==> src/rtl/pipe_hazard_ctrl_pkg.sv <==
// Shared definitions for the pipeline hazard controller: forwarding select
// encodings, mul/div tracker state type and a register-match helper.
package pipe_hazard_ctrl_pkg;

    localparam logic [1:0] FWD_RF    = 2'b00;
    localparam logic [1:0] FWD_EXMEM = 2'b10;
    localparam logic [1:0] FWD_MEMWB = 2'b01;

    typedef logic [1:0] md_state_t;

    localparam md_state_t MD_IDLE = 2'd0;
    localparam md_state_t MD_BUSY = 2'd1;
    localparam md_state_t MD_DONE = 2'd2;

    // Source register matches a destination; $zero never matches
    function automatic logic src_match(input logic used, input logic [4:0] src,
                                       input logic [4:0] dst);
        return used && (src != 5'd0) && (src == dst);
    endfunction

    // EX/MEM result has priority over MEM/WB
    function automatic logic [1:0] fwd_sel(input logic ex_hit, input logic mem_hit);
        if (ex_hit) begin
            return FWD_EXMEM;
        end else if (mem_hit) begin
            return FWD_MEMWB;
        end
        return FWD_RF;
    endfunction

endpackage

==> src/rtl/pipe_hazard_ctrl_muldiv_tracker.sv <==
// Tracks occupancy of the multi-cycle mul/div unit (IDLE -> BUSY -> DONE).
module muldiv_tracker
    import pipe_hazard_ctrl_pkg::*;
#(
    parameter int unsigned MULDIV_CYCLES = 4
) (
    input  logic clk,
    input  logic rst_n,
    input  logic start_ok,
    output logic busy
);

    localparam int unsigned CNT_W = 4;

    md_state_t         state_q, state_d;
    logic [CNT_W-1:0]  cnt_q, cnt_d;

    // Next-state and down-counter logic
    always_comb begin
        state_d = state_q;
        cnt_d   = cnt_q;
        case (state_q)
            MD_IDLE: begin
                if (start_ok) begin
                    state_d = MD_BUSY;
                    cnt_d   = CNT_W'(MULDIV_CYCLES - 1);
                end
            end
            MD_BUSY: begin
                if (cnt_q == '0) begin
                    state_d = MD_DONE;
                end else begin
                    cnt_d = cnt_q - CNT_W'(1);
                end
            end
            MD_DONE: begin
                if (start_ok) begin
                    state_d = MD_BUSY;
                    cnt_d   = CNT_W'(MULDIV_CYCLES - 1);
                end else begin
                    state_d = MD_IDLE;
                end
            end
            default: begin
                state_d = MD_IDLE;
                cnt_d   = '0;
            end
        endcase
    end

    // State, counter and registered busy flag
    always_ff @(posedge clk or negedge rst_n) begin
        if (!rst_n) begin
            state_q <= MD_IDLE;
            cnt_q   <= '0;
            busy    <= 1'b0;
        end else begin
            state_q <= state_d;
            cnt_q   <= cnt_d;
            busy    <= (state_d == MD_BUSY);
        end
    end

endmodule

==> src/rtl/pipe_hazard_ctrl.sv <==
// Pipeline hazard controller: load-use / hi-lo stalls, branch flush,
// registered EX operand forwarding and stall statistics.
// Optional feature: define FORWARDING_EN to enable forwarding; otherwise
// every RAW dependency on EX or MEM stalls and fwd_a/fwd_b stay 00.
module pipe_hazard_ctrl
    import pipe_hazard_ctrl_pkg::*;
#(
    parameter int unsigned MULDIV_CYCLES = 4,
    parameter int unsigned STALL_CNT_W   = 16
) (
    input  logic                   clk,
    input  logic                   rst_n,
    input  logic [4:0]             id_rs,
    input  logic [4:0]             id_rt,
    input  logic                   id_uses_rs,
    input  logic                   id_uses_rt,
    input  logic [4:0]             ex_rd,
    input  logic [4:0]             mem_rd,
    input  logic                   ex_regwrite,
    input  logic                   ex_memread,
    input  logic                   mem_regwrite,
    input  logic                   ex_branch_taken,
    input  logic                   id_muldiv_start,
    input  logic                   id_reads_hilo,
    output logic                   pc_stall,
    output logic                   ifid_stall,
    output logic                   idex_bubble,
    output logic                   ifid_flush,
    output logic [1:0]             fwd_a,
    output logic [1:0]             fwd_b,
    output logic                   muldiv_busy,
    output logic [STALL_CNT_W-1:0] stall_count
);

    logic rs_ex, rt_ex, rs_mem, rt_mem;
    logic load_use, hilo_stall, raw_stall, stall, start_ok;

    // Hazard detection against the instructions in EX and MEM
    always_comb begin
        rs_ex      = src_match(id_uses_rs, id_rs, ex_rd);
        rt_ex      = src_match(id_uses_rt, id_rt, ex_rd);
        rs_mem     = src_match(id_uses_rs, id_rs, mem_rd);
        rt_mem     = src_match(id_uses_rt, id_rt, mem_rd);
        load_use   = ex_memread & (rs_ex | rt_ex);
        hilo_stall = muldiv_busy & (id_reads_hilo | id_muldiv_start);
`ifdef FORWARDING_EN
        raw_stall  = 1'b0;
`else
        raw_stall  = (ex_regwrite & (rs_ex | rt_ex)) | (mem_regwrite & (rs_mem | rt_mem));
`endif
        stall      = load_use | hilo_stall | raw_stall;
        start_ok   = id_muldiv_start & ~stall & ~ex_branch_taken;
    end

    // Pipeline control; a taken branch overrides any stall
    always_comb begin
        pc_stall    = 1'b0;
        ifid_stall  = 1'b0;
        idex_bubble = 1'b0;
        ifid_flush  = 1'b0;
        if (ex_branch_taken) begin
            ifid_flush  = 1'b1;
            idex_bubble = 1'b1;
        end else if (stall) begin
            pc_stall    = 1'b1;
            ifid_stall  = 1'b1;
            idex_bubble = 1'b1;
        end
    end

`ifdef FORWARDING_EN
    logic [1:0] fwd_a_d, fwd_b_d;

    // Forwarding select computed for the instruction about to enter EX
    always_comb begin
        fwd_a_d = fwd_sel(ex_regwrite & rs_ex, mem_regwrite & rs_mem);
        fwd_b_d = fwd_sel(ex_regwrite & rt_ex, mem_regwrite & rt_mem);
    end

    // Forwarding selects travel with the instruction into EX
    always_ff @(posedge clk or negedge rst_n) begin
        if (!rst_n) begin
            fwd_a <= FWD_RF;
            fwd_b <= FWD_RF;
        end else if (idex_bubble) begin
            fwd_a <= FWD_RF;
            fwd_b <= FWD_RF;
        end else if (!ifid_stall) begin
            fwd_a <= fwd_a_d;
            fwd_b <= fwd_b_d;
        end
    end
`else
    assign fwd_a = FWD_RF;
    assign fwd_b = FWD_RF;
`endif

    // Saturating count of genuine stall cycles
    always_ff @(posedge clk or negedge rst_n) begin
        if (!rst_n) begin
            stall_count <= '0;
        end else if (stall && !ex_branch_taken && !(&stall_count)) begin
            stall_count <= stall_count + STALL_CNT_W'(1);
        end
    end

    muldiv_tracker #(
        .MULDIV_CYCLES (MULDIV_CYCLES)
    ) u_muldiv (
        .clk      (clk),
        .rst_n    (rst_n),
        .start_ok (start_ok),
        .busy     (muldiv_busy)
    );

endmodule

==> config.mk <==
export PLATFORM = sky130hd
export DESIGN_NAME = pipe_hazard_ctrl
export DESIGN_NICKNAME = d
export VERILOG_FILES = /design/src/rtl/pipe_hazard_ctrl_pkg.sv /design/src/rtl/pipe_hazard_ctrl_muldiv_tracker.sv /design/src/rtl/pipe_hazard_ctrl.sv
export SDC_FILE = /design/constraint.sdc
export NUM_CORES = 1
export LEC_CHECK = 0
export CAP_MARGIN = 5
export CORE_MARGIN = 2
export CORE_UTILIZATION = 45
export DETAILED_ROUTE_END_ITERATION = 7
export PLACE_DENSITY = 0.8
export SETUP_SLACK_MARGIN = 0.05
export SLEW_MARGIN = 20
export SYNTH_ARGS = -nofsm -noshare
export SYNTH_HDL_FRONTEND = slang
export SYNTH_SLANG_ARGS = --single-unit
==> constraint.sdc <==
create_clock -name clk -period 3 [get_ports clk]
set_input_delay 0.6 -clock clk [delete_from_list [all_inputs] [get_ports clk]]
set_output_delay 0.6 -clock clk [all_outputs]
set_load 0.01 [all_outputs]
== Word level (Yosys, flattened, before mapping) ==
Index checks and enable logic that the tools add are counted.

* Register bits after elaboration: 23
* Bits of input ports: 30
* Output and inout port bits: 25
* Word-level logic and storage cells: 57

* Add/subtract/negate cells: 2
* Equal/unequal tests: 9
* Muxes and demuxes: 11
* Bitwise gates (word level): 14
* Reductions and logical operators: 17

{| class="wikitable"
|+ Operator list
! operator !! number
|-
| $eq A5 B5 Y1 || 4
|-
| $add A16 B1 Y16 const B || 1
|-
| $reduce_and A16 Y1 || 1
|-
| $reduce_bool A5 Y1 || 2
|-
| $logic_and A1 B1 Y1 || 8
|-
| $mux W4 || 2
|-
| $pmux W4 S2 || 1
|-
| $and A1 B1 Y1 || 6
|-
| $or A1 B1 Y1 || 6
|-
| $pmux W2 S3 || 1
|-
| $mux W1 || 5
|-
| $eq A2 B1 Y1 const B || 2
|-
| $logic_not A4 Y1 || 1
|-
| $mux W2 || 2
|-
| $sub A4 B1 Y4 const B || 1
|-
| $eq A2 B2 Y1 const B || 1
|-
| $logic_not A1 Y1 || 2
|-
| $logic_not A2 Y1 || 1
|-
| $ne A2 B1 Y1 const B || 1
|-
| $ne A2 B2 Y1 const B || 1
|-
| $not A1 Y1 || 2
|-
| $reduce_and A2 Y1 || 1
|-
| $reduce_or A2 Y1 || 1
|}

== Depth between registers and ports, before layout ==
Gate-level depths: netlist of run 1.

* Depth in word-level cells: 13
* Mapped depth: 8
* Gate-level depth less buffers: 8

== Modules after synthesis ==
A second synthesis of run 1 with hierarchy kept.

* Cells, all modules: 150
* Area, all modules: 1512.7 µm²

{| class="wikitable"
|+ By module, submodules not included
! module !! instances !! cells each !! area an instance (µm²) !! sequential area each (µm²)
|-
| pipe_hazard_ctrl || 1 || 117 || 1157.4 || 400.4
|-
| muldiv_tracker || 1 || 33 || 355.3 || 175.2
|}

== Worst setup path after synthesis of run 1 ==
Ideal clock, no wire load.

* Kind: input-to-output
* Start point: input port id_rs[1]
* End point: output port pc_stall
* Data arrival time: 2.132 ns
* Slack: 0.268 ns
* Stages: 7
* Buffers on the path: 2
* Cell sequence: or4_1 > o21ai_1 > or2_2 > o22ai_2 > buf_2 > or2_2 > buf_4

* Word-level cells in the longest chain between the ends: 9

{| class="wikitable"
|+ RTL lines
! what !! line !! RTL
|-
| start: declaration || pipe_hazard_ctrl.sv:13 || <nowiki>input logic [4:0] id_rs,</nowiki>
|-
| $reduce_bool A5 Y1 || pipe_hazard_ctrl_pkg.sv:18 || <nowiki>return used && (src != 5'd0) && (src == dst);</nowiki>
|-
| $logic_and A1 B1 Y1 (2 in a row) || pipe_hazard_ctrl_pkg.sv:18 ||
|-
| $or A1 B1 Y1, on equally long branches || pipe_hazard_ctrl.sv:44, pipe_hazard_ctrl.sv:49 ||
|-
| $and A1 B1 Y1, on equally long branches || pipe_hazard_ctrl.sv:44, pipe_hazard_ctrl.sv:49 ||
|-
| $or A1 B1 Y1, on equally long branches || pipe_hazard_ctrl.sv:51, pipe_hazard_ctrl.sv:49 ||
|-
| $or A1 B1 Y1 * || pipe_hazard_ctrl.sv:51 || <nowiki>stall = load_use | hilo_stall | raw_stall;</nowiki>
|-
| $mux W1 * (2 in a row) || - ||
|-
| end: declaration || pipe_hazard_ctrl.sv:25 || <nowiki>output logic pc_stall,</nowiki>
|}

Every way passes the cells marked *; elsewhere a longest branch is shown, timed or not.

== Worst setup path after layout of run 1 ==
* Start point: input port ex_rd[4]
* End point: output port ifid_stall

* Word-level cells in the longest chain between the ends: 8

{| class="wikitable"
|+ RTL lines
! what !! line !! RTL
|-
| start: declaration || pipe_hazard_ctrl.sv:17 || <nowiki>input logic [4:0] ex_rd,</nowiki>
|-
| $eq A5 B5 Y1 || pipe_hazard_ctrl_pkg.sv:18 ||
|-
| $logic_and A1 B1 Y1 || pipe_hazard_ctrl_pkg.sv:18 ||
|-
| $or A1 B1 Y1 * || pipe_hazard_ctrl.sv:44, pipe_hazard_ctrl.sv:49 ||
|-
| $and A1 B1 Y1, on equally long branches || pipe_hazard_ctrl.sv:44, pipe_hazard_ctrl.sv:49 ||
|-
| $or A1 B1 Y1, on equally long branches || pipe_hazard_ctrl.sv:51, pipe_hazard_ctrl.sv:49 ||
|-
| $or A1 B1 Y1 * || pipe_hazard_ctrl.sv:51 ||
|-
| $mux W1 * || pipe_hazard_ctrl.sv:64 || <nowiki>end else if (stall) begin</nowiki>
|-
| $mux W1 * || pipe_hazard_ctrl.sv:61 || <nowiki>if (ex_branch_taken) begin</nowiki>
|-
| end: declaration || pipe_hazard_ctrl.sv:26 || <nowiki>output logic ifid_stall,</nowiki>
|}

Marks and branches as above.

==> impl_metrics.py, run 1 <==
metrics = {
    "yosys": {
        "syn-cell-area_sq_um": 1530,
        "ys.flop_type": "dfrtp_1",
        "synth-seq-cells": 23,
        "async_flop_share_pct": 100,
        "synth_edf_count": 0,
        "netlist.top_cell.by_area": "dfrtp_1",
        "synthCells": 158,
        "synth_top_area_share_pct": 37.6,
        "ys.warnings.count": 0,
        "post-synth-top-count-cell": "dfrtp_1",
        "synthTopCellsByArea": "dfrtp_1 (38%), xor2_1 (10%), xnor2_1 (9.1%), o211ai_1 (3.4%), buf_4 (2.9%)",
        "synthTopCellsByCount": "dfrtp_1 (23), xor2_1 (18), xnor2_1 (16), nor2_1 (10), o211ai_1 (7)",
        "synth.avg_cell_area_sq_um": 9.70,
        "yosysSeqAreaShare_pct": 37.6,
        "ys_types": 37,
    },
    "floorplanning": {
        "initial_core_util_pct": 46.3,
        "coreArea_sq_um": 3310,
        "die_area_sq_um": 3890,
        "die_w_um": 62.4,
        "boundaryPins": 55,
        "die_y_um": 62.4,
        "fp-row-count": 21,
    },
    "worst_hold_path": {
        "whs_path_depth": 1,
        "hp-start": "stall_count[12]",
        "hold_path_class": "reg -> reg",
    },
    "finish": {
        "stdcell_area_sq_um": 2240,
        "n_antenna_cell": 0,
        "syn_to_final_growth_pct": 46.4,
        "finalNetCount": 253,
        "drive_above_1_share_pct": 15.5,
    },
    "timing": {
        "finalSetupViolCount": 0,
        "finalHoldViolCount": 0,
        "finalMaxSlewViolations": 0,
        "slew_headroom_pct": 51.5,
        "fmax_mhz": 346,
        "finClkSkew_ps": 4.97,
        "layout_min_cycle_time_ps": 2890,
        "fin_hold_ws_ps": 516,
        "tns_ps": 0,
        "rsz0062_at_grt": "no",
        "worst_pin_slew_ps": 727,
        "period_share_pct": 96.4,
        "setup_ws_ps": 109,
    },
    "place": {
        "place.gp.congestion": 0.916,
        "post-dp-hpwl_mm": 3.02,
        "port_buffers": 50,
        "dpl_cell_area_sq_um": 2130,
        "dp_slack_ps": -352,
    },
    "critical_path": {
        "setup.worst_path.start": "ex_rd[4]",
        "cp_max_fo": 2,
        "critPathKind": "in -> out",
        "timing.rr.start": "stall_count[0]",
        "start_kind": "primary input",
        "rrSetupSlack_ps": 710,
        "required_ps": 2400,
        "reg2reg_depth": 6,
        "cp.arrival_ps": 2290,
        "end_kind": "output pin",
    },
    "cts": {
        "clk_pin_slew_ps": 120,
        "clock_latency_ps": 300,
        "cts_max_level": 1,
        "clkSinkCount": 23,
        "cts_buffer_depth": 2,
        "numCtsBuffers": 3,
        "root_buffer": "clkbuf_4",
        "cts_hold_buffers": 0,
        "cts_tree": "yes",
    },
    "global_route": {
        "track_usage_pct": 21.9,
        "antenna_found_initial": 0,
        "globalRouteOverflowTotal": 0,
        "grt_pass1_vias": 1439,
        "grt_max_degree": 24,
        "grt_first_pass_wirelength_mm": 6.86,
    },
    "power": {
        "leakage_nw": 1.03,
        "power_density_nw_per_um2": 495,
        "vdd_ir_drop_max_uv": 521,
    },
    "outcome": {
        "status": "completed",
    },
    "detailed_routing": {
        "viasPerCell": 5.44,
        "drtIter0Drc": 37,
        "drt-wirelength-per-cell_um": 15.9,
        "drt_wl_total_mm": 4.21,
        "vias": 1441,
        "first_pass_iters": 4,
        "ant_nets": 0,
        "drc": 0,
    },
    "job": {
        "maxCapViolCount": 0,
    },
}
## cells by family after synthesis
logic type / synth area share, %
simple gates: 17.5
xor+xnor: 19.4
mux: 1.47
other cells: 0.245
buf+inv: 5.39
compound gates: 16.0
fa+ha+maj: 2.45
flops: 37.6
## sequential cells by signal, indices dropped and copies added (netlist names)
| signal | cells |
|---|---|
| u_muldiv.busy | 1 |
| u_muldiv.state_q | 2 |
| stall_count | 16 |
| u_muldiv.cnt_q | 4 |
## area by class of cell
| cell class | instances | area (sq um) |
|---|---|---|
| clock buffers | 4 | 26.3 |
| fillers | 272 | 1070 |
| inverters | 6 | 22.5 |
| multi-input cells | 123 | 938 |
| flip-flops and latches | 23 | 576 |
| well taps | 46 | 57.6 |
| repair buffers | 63 | 623 |
## worst paths after layout
check,end
setup / recovery,ifid_stall
hold / removal,stall_count[12]
setup reg to reg,stall_count[1]
hold reg to reg,stall_count[12]
max in group asynchronous,u_muldiv.cnt_q[2]
min in group asynchronous,stall_count[7]
## report_power, final
group / internal [mW] / leakage (nW) / switching, mW
Clock: 0.0518 / 0.0150 / 0.0883
Combinational: 0.261 / 0.714 / 0.243
Sequential: 0.381 / 0.304 / 0.0843
## cells in the final DEF, fill, tap and decap left out, drive strengths merged, types with 2 or more instances in the layout
cell type and instances:
a32oi 2, nand2 3, inv 6, dlymetal6s2s 10
xnor2 16, a31o 4, or4 2, xor2 18
nor4 6, and2 2, or3 2, ha 3
o22ai 3, and3 6, o211ai 8, o21ai 8
or2 2, nand2b 2, a21oi 3, nand3 4
buf 15, mux2 2, dlygate4sd2 5, clkdlybuf4s50 32
dfrtp 23, nor2 10, clkbuf 4, conb 4
o2111ai 5, nor3 5
## metrics by stage
stage	total power, mW	cells	util (%)
global placement	0.933	260	64.4
CTS	1.11	265	66.4
detailed placement	0.962	260	64.4
global route	1.19	265	67.8
finish	1.11	265	67.8
floorplan	0.737	161	-
## critical path, stage by stage
cell             delay [ps]
clkdlybuf4s50_1         450
xor2_1                  190
nor4_2                  300
a32oi_1                 130
buf_4                   170
nor3_4                  180
or2_4                   170
buf_6                   100
## layer usage
metal	wire length (um)	global-route usage [%]	up-vias
met3	194	4.17	8
met1	1810	27.2	697
li1	-	-	686
met2	2110	37.4	50
met5	0	0	-
met4	96	9.44	0
## what timing repair did
item,CTS,global route
setup endpoints to repair,3,3
pin swaps,7,11
resized for setup,24,14
endpoints found under the hold margin,0,0
buffers inserted,1,0
Power figures use the tool's default switching activity.
==> run 2, diff against run 1 <==
==> constraint.sdc (replaced) <==
create_clock -name clk -period 3 [get_ports clk]
set_input_delay 0.3 -clock clk [delete_from_list [all_inputs] [get_ports clk]]
set_output_delay 0.3 -clock clk [all_outputs]
set_load 0.01 [all_outputs]
==> impl_metrics.py, run 2 (synthesized netlist as in run 1, its figures left out) <==
metrics = {
    "floorplanning": {
        "initial_core_util_pct": 46.3,
        "die_w_um": 62.4,
        "die_y_um": 62.4,
        "die_area_sq_um": 3890,
        "fp-row-count": 21,
        "boundaryPins": 55,
        "coreArea_sq_um": 3310,
    },
    "finish": {
        "drive_above_1_share_pct": 8.61,
        "top_regs": "stall_count x16, u_muldiv.cnt_q x4, u_muldiv.state_q x2",
        "syn_to_final_growth_pct": 36.3,
        "nFillCells": 297,
        "finalNetCount": 243,
        "regMostFlops": "stall_count",
        "fin_cells": 255,
        "largest_register_ffs": 16,
        "n_antenna_cell": 0,
        "final_common_cell": "clkdlybuf4s50_1",
        "mostFrequentLayoutCells": "clkdlybuf4s50_1 (49), dfrtp_1 (23), xor2_1 (18)",
    },
    "critical_path": {
        "end_kind": "output pin",
        "crit_path_cell_trace": "clkdlybuf4s50_1 > or4_1 > o21ai_1 > or2_2 > o22ai_2 > or2_2 > clkdlybuf4s50_1",
        "worst_path_dominant_cell_family": "simple AND/OR/NAND/NOR gates",
        "cp_max_fo": 3,
        "crit_cells": 7,
        "cp_slowest_cell": "or4_1",
        "path_buf_inv": 2,
        "reg2reg_depth": 6,
        "required_ps": 2700,
        "cp.arrival_ps": 2540,
        "critPathKind": "in -> out",
        "start_kind": "primary input",
        "max_stage_delay_ps": 560,
    },
    "cts": {
        "cts_max_level": 1,
        "post_cts_buffers": 0,
        "root_buffer": "clkbuf_4",
        "cts_resized": 0,
        "cts_buffer_depth": 2,
        "cts_tree": "yes",
        "cts_hold_buffers": 0,
        "numCtsBuffers": 3,
        "clkSinkCount": 23,
        "clock_latency_ps": 310,
        "clk_pin_slew_ps": 130,
    },
    "timing": {
        "worst_pin_slew_ps": 672,
        "finalSetupViolCount": 0,
        "fmax_mhz": 352,
        "period_share_pct": 94.8,
        "finalMaxSlewViolations": 0,
        "rsz0062_at_grt": "no",
        "fin_hold_ws_ps": 473,
        "layout_min_cycle_time_ps": 2840,
        "finClkSkew_ps": 4.66,
        "tns_ps": 0,
        "slew_headroom_pct": 55.1,
        "finalHoldViolCount": 0,
    },
    "global_route": {
        "grt_max_degree": 24,
        "met1_usage_pct": 25.0,
        "gr-usage-met2_pct": 36.0,
        "antenna_found_initial": 0,
        "track_usage_pct": 20.4,
        "globalRouteOverflowTotal": 0,
        "top_usage_layer": "met2",
        "grt_first_pass_wirelength_mm": 6.39,
        "grt_pass1_vias": 1391,
        "grt_use_met3_pct": 2.72,
    },
    "power": {
        "p_total_mw": 1.10,
        "leakage_nw": 0.872,
        "power_density_nw_per_um2": 526,
        "vdd_ir_drop_max_uv": 394,
    },
    "detailed_routing": {
        "drt_wl_total_mm": 3.90,
        "first_pass_iters": 4,
        "drtIter0Drc": 53,
        "viasPerCell": 5.45,
        "drc": 0,
        "vias": 1389,
        "drt-wirelength-per-cell_um": 15.3,
        "ant_nets": 0,
    },
    "worst_hold_path": {
        "hold_path_class": "in -> async",
    },
    "job": {
        "maxCapViolCount": 0,
    },
    "outcome": {
        "status": "completed",
    },
    "place": {
        "place.gp.congestion": 0.878,
        "dp.cells": 250,
        "post-dp-hpwl_mm": 2.94,
        "port_buffers": 50,
    },
}
run 2: cell type report:
class	count	area, sq um	area share [%]
clock buffer	3	22.5	1.08
clock inverter	1	5.00	0.240
inverter	6	22.5	1.08
multi-input combinational	123	886	42.4
sequential	23	576	27.5
tap	46	57.6	2.75
timing repair buffer	53	520	24.9
run 2: stage by stage:
step                      area [sq um]  utilization (%)  worst slack (ps)
after floorplan                   1540                -               868
after global placement            2060             62.1               210
after detailed placement          2060             62.1               189
after CTS                         2080             63.0               164
after global routing              2090             63.1              92.6
final                             2090             63.1               156
run 2: path summary, 6_finish.rpt:
| kind | from | to | slack, ps |
|---|---|---|---|
| hold reg to reg | stall_count[12] | stall_count[12] | 520 |
| min in group clk | stall_count[12] | stall_count[12] | 520 |
| hold / removal | rst_n | stall_count[14] | 470 |
| setup / recovery | id_rs[1] | ifid_stall | 160 |
| setup reg to reg | stall_count[0] | stall_count[1] | 710 |
| max in group asynchronous | rst_n | u_muldiv.busy | 2180 |
run 2: power breakdown:
group / total (mW) / internal, mW / switching, mW
clock network: 0.143 / 0.0499 / 0.0929
registers: 0.469 / 0.381 / 0.0876
logic: 0.487 / 0.252 / 0.235
total: 1.10 / 0.683 / 0.416
run 2: metal layers:
layer,share of wire (%),up-vias,routed length (um)
li1,-,666,-
met1,44,653,1730
met2,48,61,1860
met3,5.4,9,211
met4,2.7,0,104
met5,0,-,0
run 2: worst reg2reg max path: cells and delay by family (launching register included):
| family | cells | cell delay [ps] |
|---|---|---|
| simple gates | 3 | 900 |
| flops | 1 | 450 |
| mux | 1 | 360 |
| compound gates | 1 | 270 |
| fa+ha+maj | 1 | 210 |
